### config.mk
export PLATFORM = sky130hd
export DESIGN_NAME = ray_inv_dir_gen_flat
export DESIGN_NICKNAME = d
export VERILOG_FILES = /design/src/rtl/ray_inv_dir_gen_if.sv /design/src/rtl/ray_inv_dir_gen.sv /design/src/flat_wrapper.sv
export SDC_FILE = /design/constraint.sdc
export NUM_CORES = 2
export LEC_CHECK = 0
export BUFFER_PORTS_ARGS = -buffer_cell sky130_fd_sc_hd__buf_2
export CORE_UTILIZATION = 47
export DETAILED_ROUTE_END_ITERATION = 16
export GPL_ROUTABILITY_DRIVEN = 0
export PLACE_DENSITY_LB_ADDON = 0.15
export SYNTH_ARGS = -nofsm -noshare
export SYNTH_HDL_FRONTEND = slang
export SYNTH_SLANG_ARGS = --single-unit
### constraint.sdc
create_clock -name clk -period 4 [get_ports clk]
set_clock_uncertainty 0.1 [all_clocks]
set_input_delay 0.8 -clock clk [delete_from_list [all_inputs] [get_ports clk]]
set_output_delay 0.8 -clock clk [all_outputs]
set_load 0.05 [all_outputs]
### src/rtl/ray_inv_dir_gen_if.sv
// Shared vector types and the request/result bundle of ray_inv_dir_gen.
// Vector component 0 = x, 1 = y, 2 = z.
package ray_inv_dir_pkg;
    typedef logic [2:0][31:0] vec3;        // signed Q16.16 per component
    typedef logic [2:0][35:0] vec3_18_18;  // signed Q18.18 per component
endpackage

interface ray_inv_dir_gen_if;
    import ray_inv_dir_pkg::*;

    logic      in_valid;
    logic      in_ready;
    vec3       ray_orig;
    vec3       ray_dir;
    logic      stall;
    logic      out_valid;
    vec3       ray_orig_out;
    vec3_18_18 inv_ray_dir;
    logic [2:0] div_by_zero;

    modport master (
        output in_valid, ray_orig, ray_dir, stall,
        input  in_ready, out_valid, ray_orig_out, inv_ray_dir, div_by_zero
    );

    modport slave (
        input  in_valid, ray_orig, ray_dir, stall,
        output in_ready, out_valid, ray_orig_out, inv_ray_dir, div_by_zero
    );
endinterface

### src/rtl/ray_inv_dir_gen.sv
// Ray setup: per-axis reciprocal direction (2^34 / |d|, Q18.18) via three restoring dividers.
// Optional build macro INV_DIR_DUAL_STEP_EN retires two quotient bits per cycle.
module ray_inv_dir_gen
    import ray_inv_dir_pkg::*;
(
    input logic               clk,
    input logic               rst_n,
    ray_inv_dir_gen_if.slave  bus
);

`ifdef INV_DIR_DUAL_STEP_EN
    localparam logic [5:0] LAST_ITER = 6'd17;
`else
    localparam logic [5:0] LAST_ITER = 6'd34;
`endif
    // One extra DIVIDE cycle after the last step applies the sign and zero bypass.
    localparam logic [5:0] FINAL_ITER = LAST_ITER + 6'd1;

    typedef enum logic [1:0] {
        IDLE   = 2'd0,
        DIVIDE = 2'd1,
        DONE   = 2'd2
    } state_t;

    typedef struct packed {
        logic [31:0] rem;
        logic        qbit;
    } step_t;

    state_t state;
    state_t state_nxt;
    logic [5:0] iter;

    vec3             orig_q;
    logic [2:0][31:0] mag;
    logic [2:0]       neg;
    logic [2:0]       zero;
    logic [2:0][31:0] rem;
    logic [2:0][35:0] quo;
    logic [2:0][31:0] rem_nxt;
    logic [2:0][35:0] quo_nxt;

    vec3_18_18  inv_q;
    logic [2:0] dbz_q;
    vec3        orig_out_q;

    // Remainder is always below mag (<= 2^31), so the shifted trial needs 33 bits.
    function automatic step_t div_step(input logic [31:0] r, input logic din,
                                       input logic [31:0] m);
        logic [32:0] trial;
        step_t       res;
        trial = {r, din};
        if (trial >= {1'b0, m}) begin
            trial    = trial - {1'b0, m};
            res.qbit = 1'b1;
        end else begin
            res.qbit = 1'b0;
        end
        res.rem = trial[31:0];
        return res;
    endfunction

    // The dividend is 2^34: its only set bit is consumed on the very first step.
`ifdef INV_DIR_DUAL_STEP_EN
    step_t s_hi [3];
    step_t s_lo [3];

    always_comb begin
        for (int a = 0; a < 3; a++) begin
            s_hi[a]    = div_step(rem[a], 1'b0, mag[a]);
            s_lo[a]    = div_step(s_hi[a].rem, iter == 6'd0, mag[a]);
            rem_nxt[a] = s_lo[a].rem;
            quo_nxt[a] = {quo[a][33:0], s_hi[a].qbit, s_lo[a].qbit};
        end
    end
`else
    step_t s_one [3];

    // NOTE: combinational logic uses blocking '=' and assigns every output on every path, so no latch is inferred.
    always_comb begin
        for (int a = 0; a < 3; a++) begin
            s_one[a]   = div_step(rem[a], iter == 6'd0, mag[a]);
            rem_nxt[a] = s_one[a].rem;
            quo_nxt[a] = {quo[a][34:0], s_one[a].qbit};
        end
    end
`endif

    always_ff @(posedge clk) begin
        if (!rst_n) state <= IDLE;
        else        state <= state_nxt;
    end

    always_comb begin
        state_nxt = state;
        case (state)
            IDLE:    if (bus.in_valid)        state_nxt = DIVIDE;
            DIVIDE:  if (iter == FINAL_ITER)  state_nxt = DONE;
            DONE:    if (!bus.stall)          state_nxt = IDLE;
            default:                          state_nxt = IDLE;
        endcase
    end

    // NOTE: registered state uses non-blocking '<=' so every flop samples pre-edge values.
    always_ff @(posedge clk) begin
        if (!rst_n) begin
            iter       <= '0;
            orig_q     <= '0;
            mag        <= '0;
            neg        <= '0;
            zero       <= '0;
            rem        <= '0;
            quo        <= '0;
            inv_q      <= '0;
            dbz_q      <= '0;
            orig_out_q <= '0;
        end else begin
            case (state)
                IDLE: begin
                    if (bus.in_valid) begin
                        orig_q <= bus.ray_orig;
                        iter   <= '0;
                        for (int a = 0; a < 3; a++) begin
                            neg[a]  <= bus.ray_dir[a][31];
                            zero[a] <= (bus.ray_dir[a] == 32'd0);
                            // Two's-complement negate; -2^31 maps to unsigned 2^31.
                            mag[a]  <= bus.ray_dir[a][31] ? (~bus.ray_dir[a] + 32'd1)
                                                          : bus.ray_dir[a];
                            rem[a]  <= '0;
                            quo[a]  <= '0;
                        end
                    end
                end
                DIVIDE: begin
                    if (iter == FINAL_ITER) begin
                        for (int a = 0; a < 3; a++) begin
                            inv_q[a] <= zero[a] ? 36'd0
                                      : (neg[a] ? (~quo[a] + 36'd1) : quo[a]);
                        end
                        dbz_q      <= zero;
                        orig_out_q <= orig_q;
                    end else begin
                        rem  <= rem_nxt;
                        quo  <= quo_nxt;
                        iter <= iter + 6'd1;
                    end
                end
                default: ;
            endcase
        end
    end

    assign bus.in_ready     = rst_n && (state == IDLE);
    assign bus.out_valid    = (state == DONE);
    assign bus.inv_ray_dir  = inv_q;
    assign bus.div_by_zero  = dbz_q;
    assign bus.ray_orig_out = orig_out_q;

endmodule

### src/flat_wrapper.sv
// flat-port wrapper written by rule: the top's interface ports become plain ports
module ray_inv_dir_gen_flat import ray_inv_dir_pkg::*;
  (clk, rst_n, bus_in_valid, bus_ray_orig, bus_ray_dir, bus_stall, bus_in_ready, bus_out_valid, bus_ray_orig_out, bus_inv_ray_dir, bus_div_by_zero);
  ray_inv_dir_gen_if bus_i ();
  input logic clk;
  input logic rst_n;
  input wire logic [$bits(bus_i.in_valid)-1:0] bus_in_valid;
  input wire logic [$bits(bus_i.ray_orig)-1:0] bus_ray_orig;
  input wire logic [$bits(bus_i.ray_dir)-1:0] bus_ray_dir;
  input wire logic [$bits(bus_i.stall)-1:0] bus_stall;
  output wire logic [$bits(bus_i.in_ready)-1:0] bus_in_ready;
  output wire logic [$bits(bus_i.out_valid)-1:0] bus_out_valid;
  output wire logic [$bits(bus_i.ray_orig_out)-1:0] bus_ray_orig_out;
  output wire logic [$bits(bus_i.inv_ray_dir)-1:0] bus_inv_ray_dir;
  output wire logic [$bits(bus_i.div_by_zero)-1:0] bus_div_by_zero;
  assign bus_i.in_valid = bus_in_valid;
  assign bus_i.ray_orig = bus_ray_orig;
  assign bus_i.ray_dir = bus_ray_dir;
  assign bus_i.stall = bus_stall;
  assign bus_in_ready = bus_i.in_ready;
  assign bus_out_valid = bus_i.out_valid;
  assign bus_ray_orig_out = bus_i.ray_orig_out;
  assign bus_inv_ray_dir = bus_i.inv_ray_dir;
  assign bus_div_by_zero = bus_i.div_by_zero;
  ray_inv_dir_gen u_core (.clk(clk), .rst_n(rst_n), .bus(bus_i));
endmodule
==> metrics.md <==
| Metric | Value |
|---|---|
| EDFF count, synth | `0` |
| Initial Utilization | `47.60%` |
| Status | `finished clean` |
| Crit share post-route | `93.38%` |
| CP max stage delay | `0.39 ns` |
| Core Region | `67280 um2` |
| Most frequent cells in the layout | `817 x nand2_1, 617 x dfxtp_1, 403 x buf_2` |
| FF-to-FF path depth | `15` |
| Nets@finish | `4519` |
| Crit-path leading delay family | `compound AO/OA/AOI/OAI gates` |
| Site Rows | `95` |
| Chip width | `263.0 um` |
| Internal reg-to-reg setup slack | `0.26 ns` |
| CTS Buf Count | `69` |
| Hold Path Class | `in2reg` |
| WP data required | `4.36 ns` |
| Post-synthesis cell type count | `70` |
| DRT antenna net count | `0` |
| Worst slew pin tran | `1.174 ns` |
| Total I/O pin count | `405` |
| Post-synthesis mux area share | `1.852%` |
| CP Cell Sequence | `inv_1 > ha_1 > nand3b_1 > buf_4 > ha_1 > nor2b_1 > o31a_1 > nor3_1 > o31a_1 > a31oi_2 > a21bo_2 > a41oi_4 > buf_12 > mux2i_1 > o21ai_0` |
| Unrepaired setup endpoints after global routing | `false` |
| Slowest CP cell | `dfxtp_1` |
| Worst setup EP type | `flop` |
| DP Worst Slack | `0.1385 ns` |
| Setup ws final | `0.2647 ns` |
| CP bufs+invs | `3` |
| Worst setup path startpoint | `u_core.iter[0]` |
| Final setup TNS | `0 ns` |
| Slew Viols, Final | `0` |
| Final wirelength | `87630 um` |
| Yosys warning count | `0` |
| Initial drt markers | `1843` |
| Compound-Gate Fraction of Synth Area | `23.76%` |
| Fin crit period | `3.735 ns` |
| CTS clk-pin slew, worst paths | `0.06 ns` |
| XOR/XNOR Fraction of Synth Area | `7.385%` |
| Port bufs | `404` |
| Area of the die | `69180 um2` |
| Area share of fa/ha/maj cells after synthesis | `4.251%` |
| Fmax | `267.7 MHz` |
| Total gr overflow | `0` |
| Setup crit start kind | `flop` |
| Max Root-Sink Buffers | `3` |
| Layout cells sized above 1 | `14.54%` |
| Reg-to-reg startpoint | `u_core.iter[0]` |
| Post-synthesis sequential area ratio | `38.57%` |
| Clk Latency, worst-skew pair | `0.61 ns` |
| DR DRC count | `0` |
| Initial antenna violation count | `17` |
| Vias per inst | `5.487` |
| First-pass GRT wire length | `140200 um` |
| Kind of critical path | `reg2reg` |
| Cells after Synth | `3938` |
| Fillers | `6405` |
| Reg-to-Reg End | `u_core.rem[1]` |
| Vias in the first global route | `26190` |
| Clock root buffer | `clkbuf_16` |
| Yosys reg bits | `617` |
| Final Setup Violations | `0` |
| Synthesis-to-finish area growth | `16.09%` |
| Largest family of logic cells by synthesized area | `compound AO/OA/AOI/OAI gates` |
| Max Cap Viol | `0` |
| VDD IR max | `0.0006915 V` |
| Die height | `263.0 um` |
| Simple-Gate Fraction of Synth Area | `19.44%` |
| Commonest non-fill, non-tap cell in the layout | `nand2_1` |
| Largest net degree at the start of global routing | `232` |
| Static Leak | `16.05 nW` |
| H-Tree Depth | `3` |
| Crit path depth | `15` |
| Arr. time, crit path | `4.10 ns` |
| Slew HR | `21.41%` |
| CP max FO | `28` |
| Avg WL per Cell | `17.01 um` |
| CTS sink cnt | `617` |
| Post-DP HPWL | `60930 um` |
| CTS tree | `built` |
| First-pass DRT Iterations | `5` |
| Fin. Hold Viols | `0` |
| Mapped Avg Cell Area | `8.132 um2` |
| Overall routing resource usage | `24.53%` |
| Syn Std Cell Area | `32020 um2` |
| Syn Nets | `4241` |
| Power Density | `557.4 nW/um2` |
| Crit path to | `u_core.rem[1]` |
| Vias | `28270` |
| # hold bufs at CTS | `0` |
| Async S/R FF share, synth | `0%` |
| Post-synth top flop | `dfxtp_1` |
==> kinds of logic (layout without fill, tap and decap cells) <==
family,count (synthesis),after routing
buffers and inverters,403,737
adder cells (fa/ha/maj),107,107
AO/OA/AOI/OAI,1097,1097
other,0,6
multiplexers,59,59
flip-flops,617,617
XOR/XNOR,270,270
AND/OR/NAND/NOR,1385,1385
==> power breakdown <==
part | switching (mW) | internal [mW] | leakage [nW]
registers | 0.285 | 6.53 | 5.01
clock network | 2.64 | 3.79 | 1.13
logic | 4.13 | 3.35 | 9.92
==> per-stage QoR <==
| stage | instance area, um2 | hold slack (ns) | instances | power (mW) | util (%) |
|---|---|---|---|---|---|
| after floorplan | 32020 | 0.3257 | 3938 | 12.39 | - |
| after global placement | 34830 | 0.3439 | 5017 | 14.22 | 51.76 |
| after detailed placement | 34830 | 0.3488 | 5017 | 14.28 | 51.76 |
| after CTS | 37130 | 0.2951 | 5144 | 20.77 | 55.18 |
| after global routing | 37170 | 0.3182 | 5150 | 21.87 | 55.25 |
| final | 37170 | 0.3278 | 5151 | 20.72 | 55.25 |
==> area by class of cell <==
class	instances	area, um2	area share, %
repair buffers	465	2615	7.035
multi-input cells	2918	18260	49.11
clock inverters	21	274.0	0.7371
inverters	145	544.3	1.464
well taps	873	1092	2.938
clock buffers	106	2026	5.449
diodes	6	15.01	0.04039
flip-flops and latches	617	12350	33.23
==> state kept, by name (all words and copies together), names as in the netlist <==
signal / flops
u_core.bus.div_by_zero: 3
u_core.bus.inv_ray_dir: 108
u_core.bus.ray_orig_out: 96
u_core.iter: 6
u_core.mag: 96
u_core.neg: 3
u_core.orig_q: 96
u_core.quo: 108
u_core.rem: 96
u_core.state: 2
u_core.zero: 3
==> synthesized netlist by cell type, types with 5 or more instances <==
cell | count | area share [%]
a21boi_0 | 314 | 7.4
xor2_1 | 164 | 4.5
a211oi_1 | 9 | 0.21
a22oi_1 | 45 | 1.1
buf_2 | 5 | 0.078
nand2_1 | 822 | 9.6
xnor2_1 | 106 | 2.9
a21o_1 | 40 | 0.94
o31ai_1 | 52 | 1.2
a2111oi_0 | 5 | 0.14
nand4_1 | 24 | 0.47
nand3_1 | 149 | 2.3
nor2_1 | 92 | 1.1
o21bai_1 | 15 | 0.35
nor3_1 | 54 | 0.84
o22ai_1 | 15 | 0.29
o211a_1 | 78 | 2.4
a211o_1 | 7 | 0.19
a21oi_1 | 128 | 2.0
ha_1 | 104 | 4.1
dfxtp_1 | 617 | 39
or2_2 | 13 | 0.25
o31a_1 | 7 | 0.19
or4_1 | 27 | 0.63
nor4_1 | 10 | 0.20
nand2b_1 | 20 | 0.39
o41ai_1 | 20 | 0.55
inv_1 | 145 | 1.7
a32oi_1 | 17 | 0.46
and2_1 | 34 | 0.66
o21ai_0 | 239 | 3.7
o21a_1 | 12 | 0.28
mux2i_1 | 57 | 1.8
buf_1 | 13 | 0.15
nor2b_1 | 66 | 1.3
a31oi_1 | 23 | 0.45
clkbuf_1 | 240 | 2.8
and3_1 | 19 | 0.37
a22o_1 | 26 | 0.71
o211ai_1 | 12 | 0.28
or3_1 | 33 | 0.64
==> worst register-to-register path, delay by kind of cell, from the launching register on <==
family,cells,cell delay [ns]
buffers and inverters,3,0.52
DFF,1,0.39
adders and majority gates,2,0.38
AOI/OAI and AO/OA,6,1.41
muxes,1,0.23
and+or+nand+nor,3,0.56
==> worst min path at each step <==
stage / slack [ns] / endpoint / from / depth (start not counted)
after floorplan: 0.33 / u_core.rem[31] / u_core.rem[31] / 2
after global placement: 0.34 / u_core.rem[31] / u_core.rem[31] / 2
after detailed placement: 0.35 / u_core.bus.inv_ray_dir[104] / u_core.bus.inv_ray_dir[104] / 2
after CTS: 0.30 / u_core.orig_q[78] / bus_ray_orig[78] / 3
after global routing: 0.32 / u_core.orig_q[89] / bus_ray_orig[89] / 3
final: 0.33 / u_core.orig_q[94] / bus_ray_orig[94] / 3
==> per-layer routing <==
metal / global-route usage (%) / part of all wire, % / up-vias / routed length, um
met3: 5.406 / 5.8 / 136 / 5060
met1: 33.56 / 47 / 13240 / 41410
met4: 7.239 / 2.5 / 24 / 2231
li1: - / - / 14250 / -
met5: 0 / 0.17 / - / 152
met2: 38.55 / 44 / 616 / 38780
==> repair_timing <==
item                                    CTS  global route
endpoints found under the setup margin    0            16
buffers inserted                          0             1
resized for setup                         0             6
(Power assumes the default switching activity.)
